$ cat src/rtl/inst_fetch_queue.sv
// Instruction fetch stage: owns the fetch PC, issues one imem read at a time and
// buffers fetched words with their PCs in a small FIFO for decode.
module inst_fetch_queue #(
    parameter int unsigned DEPTH    = 4,
    parameter int unsigned PTR_W    = 2,
    parameter logic [31:0] RESET_PC = 32'h0000_0000
) (
    input  logic             clock,
    input  logic             reset,
    output logic             imem_req,
    output logic [31:0]      imem_addr,
    input  logic             imem_ack,
    input  logic [31:0]      imem_rdata,
    input  logic             redirect,
    input  logic [31:0]      redirect_pc,
    output logic             inst_valid,
    input  logic             inst_ready,
    output logic [31:0]      inst_word,
    output logic [31:0]      inst_pc,
    output logic [31:0]      inst_pc_plus4,
    output logic [PTR_W:0]   fifo_count
);

    typedef enum logic [1:0] {StIdle, StReq, StDrop} state_e;

    localparam logic [PTR_W:0] FullCnt = (PTR_W + 1)'(DEPTH);
    localparam logic [PTR_W:0] OneCnt  = (PTR_W + 1)'(1);

    state_e           r_state, w_state_d;
    logic [31:0]      r_fetch_pc, w_fetch_pc_d;
    logic [31:0]      r_imem_addr;
    logic [31:0]      r_word [DEPTH];
    logic [31:0]      r_pc   [DEPTH];
    logic [PTR_W-1:0] r_rd_ptr, r_wr_ptr;
    logic [PTR_W:0]   r_count, w_count_d;
    logic             w_push, w_pop;
    logic             w_unused;

    assign w_unused = ^redirect_pc[1:0];

    always_comb begin
        w_pop        = (r_count != '0) && inst_ready && !redirect;
        w_push       = (r_state == StReq) && imem_ack && !redirect;
        w_count_d    = r_count;
        w_state_d    = r_state;
        w_fetch_pc_d = r_fetch_pc;

        if (w_push && !w_pop) begin
            w_count_d = r_count + OneCnt;
        end else if (w_pop && !w_push) begin
            w_count_d = r_count - OneCnt;
        end

        if (redirect) begin
            // Flush; any ack arriving now belongs to the old stream and is dropped.
            w_count_d    = '0;
            w_fetch_pc_d = {redirect_pc[31:2], 2'b00};
            unique case (r_state)
                StIdle:  w_state_d = StReq;
                StReq:   w_state_d = imem_ack ? StReq : StDrop;
                StDrop:  w_state_d = imem_ack ? StReq : StDrop;
                default: w_state_d = StIdle;
            endcase
        end else begin
            unique case (r_state)
                StIdle: begin
                    if (w_count_d < FullCnt) w_state_d = StReq;
                end
                StReq: begin
                    if (imem_ack) begin
                        w_fetch_pc_d = r_fetch_pc + 32'd4;
                        w_state_d    = (w_count_d < FullCnt) ? StReq : StIdle;
                    end
                end
                StDrop: begin
                    if (imem_ack) w_state_d = StReq;
                end
                default: w_state_d = StIdle;
            endcase
        end
    end

    always_ff @(posedge clock) begin
        if (reset) begin
            r_state     <= StIdle;
            r_fetch_pc  <= RESET_PC;
            r_imem_addr <= RESET_PC;
            r_rd_ptr    <= '0;
            r_wr_ptr    <= '0;
            r_count     <= '0;
        end else begin
            r_state    <= w_state_d;
            r_fetch_pc <= w_fetch_pc_d;
            r_count    <= w_count_d;
            // Address only moves when a fresh request is issued, so it is stable under req.
            if (w_state_d == StReq) r_imem_addr <= w_fetch_pc_d;
            if (redirect) begin
                r_rd_ptr <= '0;
                r_wr_ptr <= '0;
            end else begin
                if (w_push) r_wr_ptr <= r_wr_ptr + 1'b1;
                if (w_pop)  r_rd_ptr <= r_rd_ptr + 1'b1;
            end
        end
    end

    always_ff @(posedge clock) begin
        if (w_push) begin
            r_word[r_wr_ptr] <= imem_rdata;
            r_pc[r_wr_ptr]   <= r_fetch_pc;
        end
    end

    assign imem_req      = (r_state != StIdle);
    assign imem_addr     = r_imem_addr;
    assign fifo_count    = r_count;
    assign inst_valid    = (r_count != '0);
    // Head fields read as zero while empty so reset/flush never expose stale entries.
    assign inst_word     = inst_valid ? r_word[r_rd_ptr] : 32'h0;
    assign inst_pc       = inst_valid ? r_pc[r_rd_ptr] : 32'h0;
    assign inst_pc_plus4 = inst_valid ? (r_pc[r_rd_ptr] + 32'd4) : 32'h0;

endmodule
$ cat config.mk
export PLATFORM = sky130hd
export DESIGN_NAME = inst_fetch_queue
export DESIGN_NICKNAME = d
export VERILOG_FILES = /design/src/rtl/inst_fetch_queue.sv
export SDC_FILE = /design/constraint.sdc
export NUM_CORES = 1
export LEC_CHECK = 0
export ABC_AREA = 1
export ABC_CLOCK_PERIOD_IN_PS = 9900
export CAP_MARGIN = 20
export CORE_MARGIN = 2
export CORE_UTILIZATION = 53
export CTS_BUF_LIST = sky130_fd_sc_hd__clkbuf_4 sky130_fd_sc_hd__clkbuf_8 sky130_fd_sc_hd__clkbuf_16
export CTS_CLUSTER_DIAMETER = 200
export DETAILED_ROUTE_END_ITERATION = 10
export MAX_ROUTING_LAYER = met4
export PLACE_DENSITY_LB_ADDON = 0.08
export SYNTH_ARGS = -nofsm -noshare
export SYNTH_HDL_FRONTEND = slang
export SYNTH_SLANG_ARGS = --single-unit
$ cat constraint.sdc
create_clock -name clock -period 9.9 [get_ports clock]
set_clock_uncertainty 0.2 [all_clocks]
set_input_delay 2.475 -clock clock [delete_from_list [all_inputs] [get_ports clock]]
set_output_delay 2.475 -clock clock [all_outputs]
set_load 0.01 [all_outputs]
==> results of run 1 <==
-- power by group through the flow --
stage	Clock, mW	Sequential, mW	Combinational, mW
2_1_floorplan	0	1.61	0.141
5_1_grt	1.35	1.58	0.322
3_5_place_dp	0	1.61	0.290
4_1_cts	1.30	1.58	0.292
6_report	1.28	1.58	0.290
3_3_place_gp	0	1.61	0.287
-- per-stage QoR --
step,power (mW),utilization,worst slack (ns)
final,3.15,0.662,2.92
after detailed placement,1.90,0.621,3.28
after global placement,1.89,0.621,3.37
after global routing,3.26,0.662,2.53
after floorplan,1.75,-,3.46
after CTS,3.17,0.662,2.91
-- synthesized netlist by cell type (3+ instances only) --
cell type,n,share of area
a21oi_1,74,0.024
xor2_1,6,0.0035
edfxtp_1,256,0.51
nand3_2,3,0.0020
nand2_2,18,0.0074
nand3_1,115,0.038
clkbuf_1,28,0.0069
inv_2,8,0.0020
o21bai_1,3,0.0015
o21ai_0,90,0.030
nand4_1,16,0.0066
nor3_1,11,0.0036
xnor2_1,3,0.0017
ha_1,15,0.012
dfxtp_1,75,0.099
o21ai_1,3,0.00099
buf_2,16,0.0053
nor2_2,10,0.0041
nor2_4,9,0.0067
or2_2,12,0.0050
buf_4,10,0.0050
buf_6,6,0.0045
buf_1,9,0.0022
and2_1,4,0.0017
inv_1,124,0.031
nand2_1,366,0.091
nor2_1,337,0.084
-- registers in the layout (all words and copies together), names as in the netlist, named ones only --
signal and count:
fifo_count 3, imem_addr 32, r_fetch_pc 32, r_pc 128, r_rd_ptr 2, r_state 2
r_word 128, r_wr_ptr 2
-- cells by family after synthesis --
kind of cell | Yosys count | synth area share
simple gates | 908 | 0.255
fa+ha+maj | 15 | 0.0124
flops | 331 | 0.607
compound gates | 180 | 0.0617
buf+inv | 205 | 0.0594
xor+xnor | 9 | 0.00520
-- area by class of cell --
type	instances	area (µm²)
Clock buffer	47	985
Clock inverter	15	164
Fill cell	2248	9450
Inverter	134	508
Multi-Input combinational cell	1112	5090
Sequential cell	331	9190
Tap cell	378	473
Timing Repair Buffer	210	2070
-- cells in the final DEF, fill, tap and decap left out, types with 3 or more instances in the layout --
cell,count
clkbuf_4,9
o21bai_1,3
edfxtp_1,256
or2_2,12
a21oi_1,74
xor2_1,6
buf_4,11
nand2_1,366
nand4_1,16
xnor2_1,3
clkinv_1,5
clkinv_2,6
clkbuf_8,3
nor2_1,333
bufinv_16,3
nor2_2,10
nand3_2,3
nor2_4,13
ha_1,15
o21ai_1,3
and2_1,4
clkbuf_16,35
dfxtp_1,73
inv_1,123
inv_2,9
clkdlybuf4s50_1,199
nor3_1,11
nand2_2,18
o21ai_0,90
nand3_1,115
-- metal layers --
layer / routed length, µm / GRT usage
met2: 16700 / 0.389
met4: 576 / 0.0565
met1: 16400 / 0.336
met5: 0 / -
met3: 2270 / 0.0389
-- worst register-to-register path: cells and delay by family, from the launching register on --
kind	cells	cell delay (ns)
buffers and inverters	2	0.49
DFF	1	0.33
AOI/OAI and AO/OA	2	0.32
adders and majority gates	2	0.60
and+or+nand+nor	10	2.13
-- worst paths after layout --
kind,slack [ns],depth (start not counted),startpoint,endpoint
setup / recovery,2.92,14,flop,inst_pc_plus4[16]
hold / removal,0.28,2,imem_addr[23],imem_addr[23]
setup reg to reg,5.71,16,r_state[1],imem_addr[31]
hold reg to reg,0.28,2,imem_addr[23],imem_addr[23]
==> results.yml, run 1 <==
global_routing:
  grt_antenna_before_repair: 0
  grt_max_degree: 127
  grt_pass1_wl_um: 57300
  grt.overflow.total: 0
  gr-usage-all-layers: 0.245
  grt_pass1_vias: 11000
setup_path:
  end_kind: "output pin"
  path_cells: "clkinv_4 -> nand2_1 -> nand3_1 -> nand2_1 -> inv_1 -> ha_1 -> inv_1 -> nor2_2 -> nand3_2 -> nor2_4 -> nand2_1 -> o21ai_0 -> a21oi_1 -> clkdlybuf4s50_1"
  cp.required_ns: 7.23
  arrival_ns: 4.31
  path_delay_family: "buffers and inverters"
  crit_buf_inv: 4
  critPathKind: "reg2out"
  critPathLaunchType: "flop"
  path_max_fanout: 126
  crit_path_max_incr_delay_ns: 0.86
  crit_path_top_delay_cell: "clkinv_4"
  crit_top_cell: "nand2_1"
cts:
  tritoncts: "yes"
  path_clk_slew_ns: 0.06
  clock-root-buffer: "clkbuf_16"
  h-tree-depth: 2
  cts_setup_buffers: 0
  post_cts_resized: 0
  ctsLongestPathBuffers: 3
  insertion_delay_ns: 0.51
  cts_made_buffers: 34
  cts.sinks: 331
  ctsHoldBuffers: 0
timing:
  tightest_slew_ns: 0.928
  slew_headroom: 0.380
  min_period_over_period: 0.705
  maxSlewViolCount: 0
  hold_viol: 0
  fin_crit_ns: 6.98
  holdWs_ns: 0.280
  setup_viol: 0
  rsz0062_at_grt: "false"
  fmax_ghz: 0.143
  tns_ns: 0
placed_design:
  dpl.cell_count: 2165
  io_buffers: 199
  hpwl_um: 23400
  dpl-instance-area_um2: 17300
  place_congestion: 0.895
logic_synthesis:
  ys_types: 43
  synth.avg_cell_area_um2: 9.19
  ys_seq_elements: 331
  synth-seq-area-share: 0.607
  synthFlopType: "edfxtp_1"
  syn_nets: 1732
  netlist_area_um2: 15100
  synth-warning-count: 0
  synth_cells: 1648
  synth_edf_count: 256
  async_reset_ff_frac: 0
route:
  drtPass1Iterations: 7
  drt.antenna.violating_nets: 0
  wl_per_cell_um: 16.1
  drt_iter0_markers: 1030
  vias: 11600
  vias_per_cell: 5.19
  drc_errors: 0
  drt_wl_total_um: 36000
pwr:
  power_density_nw_per_um2: 171
  vdd_drop_max_v: 0.000105
  seq_power_share: 0.501
  p_int_mw: 2.45
  netSwitchingPower_mw: 0.700
  combPwrFrac: 0.092
  p_leak_nw: 7.20
  switching_share: 0.222
  clockPowerShare: 0.407
finish:
  syn_to_final_growth_pct: 22.0
  final_nets: 1907
  num_antenna_cells: 0
  fin_area_um2: 18500
  drive_gt1_frac: 0.0768
  finalNonFillerCells: 2227
floorplan:
  coreArea_um2: 27900
  dieArea_um2: 29900
  io-pin-count: 202
  die_x_um: 173
  die_h_um: 173
  row_count: 61
  start_util: 0.542
job:
  cap_violations: 0
outcome:
  status: "finished, final reports clean"
worst_hold_path:
  hp-class: "reg2reg"
No activity file was read; power rests on OpenSTA's default activity.
==> inputs of run 2 (changes only) <==
--- a/config.mk
+++ b/config.mk
@@ -6,10 +6,10 @@
 export NUM_CORES = 1
 export LEC_CHECK = 0
 export ABC_AREA = 1
-export ABC_CLOCK_PERIOD_IN_PS = 9900
+export ABC_CLOCK_PERIOD_IN_PS = 6400
 export CAP_MARGIN = 20
 export CORE_MARGIN = 2
-export CORE_UTILIZATION = 53
+export CORE_UTILIZATION = 50
 export CTS_BUF_LIST = sky130_fd_sc_hd__clkbuf_4 sky130_fd_sc_hd__clkbuf_8 sky130_fd_sc_hd__clkbuf_16
 export CTS_CLUSTER_DIAMETER = 200
 export DETAILED_ROUTE_END_ITERATION = 10
==> constraint.sdc (replaced) <==
create_clock -name clock -period 6.4 [get_ports clock]
set_clock_uncertainty 0.2 [all_clocks]
set_input_delay 1.6 -clock clock [delete_from_list [all_inputs] [get_ports clock]]
set_output_delay 1.6 -clock clock [all_outputs]
set_load 0.01 [all_outputs]
==> results.yml, run 2 (synthesized netlist as in run 1, its figures left out) <==
outcome:
  status: "finished, final reports clean"
worst_hold_path:
  hp-start: "imem_addr[17]"
  hp-class: "reg2reg"
  min_to: "imem_addr[17]"
  whs_path_depth: 2
route:
  drc_errors: 0
  route.met3.wl_um: 2340
  wl_met1_um: 16800
  vias_per_cell: 5.14
  vias: 11500
  wl_per_cell_um: 16.0
  drt_wl_total_um: 36000
  drt.antenna.violating_nets: 0
  drt_iter0_markers: 771
  wl_met2_um: 16100
  drtPass1Iterations: 5
  top_layer: "met4"
cts:
  cts_made_buffers: 35
  h-tree-depth: 2
  clock-root-buffer: "clkbuf_16"
  cts.sinks: 331
  ctsLongestPathBuffers: 3
  post_cts_resized: 0
  insertion_delay_ns: 0.51
  tritoncts: "yes"
  path_clk_slew_ns: 0.06
  ctsHoldBuffers: 0
  cts_setup_buffers: 0
setup_path:
  path_max_fanout: 57
  crit_path_max_incr_delay_ns: 0.61
  rr_startpoint: "r_state[1]"
  end_kind: "output pin"
  critPathKind: "reg2out"
  rr_endpoint: "imem_addr[17]"
  crit_buf_inv: 4
  arrival_ns: 3.73
  cp.required_ns: 4.60
  r2r_cells: 18
  path_cells: "buf_4 -> nand2_1 -> nand3_1 -> nand2_1 -> inv_1 -> ha_1 -> inv_1 -> nor2_2 -> nand3_2 -> nor2_4 -> a21oi_1 -> nor3_1 -> clkdlybuf4s50_1"
  path_delay_family: "buffers and inverters"
  critPathLaunchType: "flop"
  crit_path_top_delay_cell: "clkdlybuf4s50_1"
  r2r_setup_slack_ns: 2.54
global_routing:
  gr-usage-all-layers: 0.236
  grt_pass1_wl_um: 56700
  grt_max_degree: 84
  grt_pass1_vias: 10800
  grt_antenna_before_repair: 0
  grt.overflow.total: 0
timing:
  min_period_over_period: 0.865
  maxSlewViolCount: 0
  rsz0062_at_grt: "false"
  slew_headroom: 0.432
  setup_viol: 0
  fmax_ghz: 0.181
  tightest_slew_ns: 0.851
  fin_crit_ns: 5.53
  tns_ns: 0
  hold_viol: 0
floorplan:
  coreArea_um2: 29700
  die_h_um: 178
  die_x_um: 178
  row_count: 63
  start_util: 0.510
  dieArea_um2: 31700
  io-pin-count: 202
placed_design:
  io_buffers: 199
  place_congestion: 0.945
  hpwl_um: 23500
finish:
  fillers: 2480
  final_nets: 1914
  final_cell_mix: "366 x nand2_1, 333 x nor2_1, 256 x edfxtp_1"
  final_common_cell: "nand2_1"
  num_antenna_cells: 0
  syn_to_final_growth_pct: 22.4
  top_regs: "r_pc: 128 flops, r_word: 128 flops"
  drive_gt1_frac: 0.0808
pwr:
  power_mw: 4.79
  vdd_drop_max_v: 0.000173
  p_leak_nw: 7.21
  power_density_nw_per_um2: 259
job:
  cap_violations: 0
## run 2: changes by cell type in the layout (fill, tap and decap cells not counted), moves of 2 or more
cell,before,now
clkbuf_4,9,7
clkbuf_8,3,0
bufinv_16,3,1
buf_12,0,3
clkinv_2,6,9
clkinvlp_2,0,3
buf_4,11,14
## run 2: tightest hold or removal path, delay by kind of cell (launching register included)
family	cells	cell delay (ns)
flops	1	0.31
simple gates	2	0.14
## run 2: metrics by stage
| stage | util | setup slack (ns) | hold slack [ns] | instance area, µm² | cells |
|---|---|---|---|---|---|
| 2_1_floorplan | - | 0.840 | 0.244 | 15100 | 1648 |
| 3_3_place_gp | 0.587 | 1.15 | 0.254 | 17400 | 2183 |
| 3_5_place_dp | 0.587 | 1.05 | 0.267 | 17400 | 2183 |
| 4_1_cts | 0.624 | 0.799 | 0.287 | 18500 | 2247 |
| 5_1_grt | 0.624 | 0.571 | 0.310 | 18500 | 2247 |
| 6_report | 0.624 | 0.866 | 0.285 | 18500 | 2247 |
## run 2: worst max path at each step
stage | startpoint | endpoint | depth (start not counted)
after floorplan | imem_ack | r_pc[0][0] | 5
after global placement | imem_ack | imem_addr[15] | 17
after detailed placement | imem_ack | imem_addr[17] | 17
after CTS | flop | inst_pc_plus4[12] | 13
after global routing | flop | inst_pc_plus4[12] | 13
final | flop | inst_pc_plus4[12] | 13
## run 2: cell type report
type,count,area [µm²],area share
clock inverter,21,146,0.00790
tap,390,488,0.0263
inverter,134,508,0.0274
sequential,331,9190,0.496
multi-input combinational,1112,5090,0.275
clock buffer,43,953,0.0514
timing repair buffer,216,2160,0.116
## run 2: power by group
| part | internal [mW] | switching (mW) | total (mW) |
|---|---|---|---|
| clock | 1.11 | 0.790 | 1.90 |
| combinational | 0.206 | 0.248 | 0.455 |
| sequential | 2.38 | 0.0559 | 2.44 |
## run 2: per-layer routing
| layer | GRT usage | vias to the layer above |
|---|---|---|
| met2 | 0.364 | 341 |
| met1 | 0.332 | 5367 |
| met5 | - | - |
| met3 | 0.0337 | 51 |
| li1 | - | 5780 |
| met4 | 0.0615 | 0 |
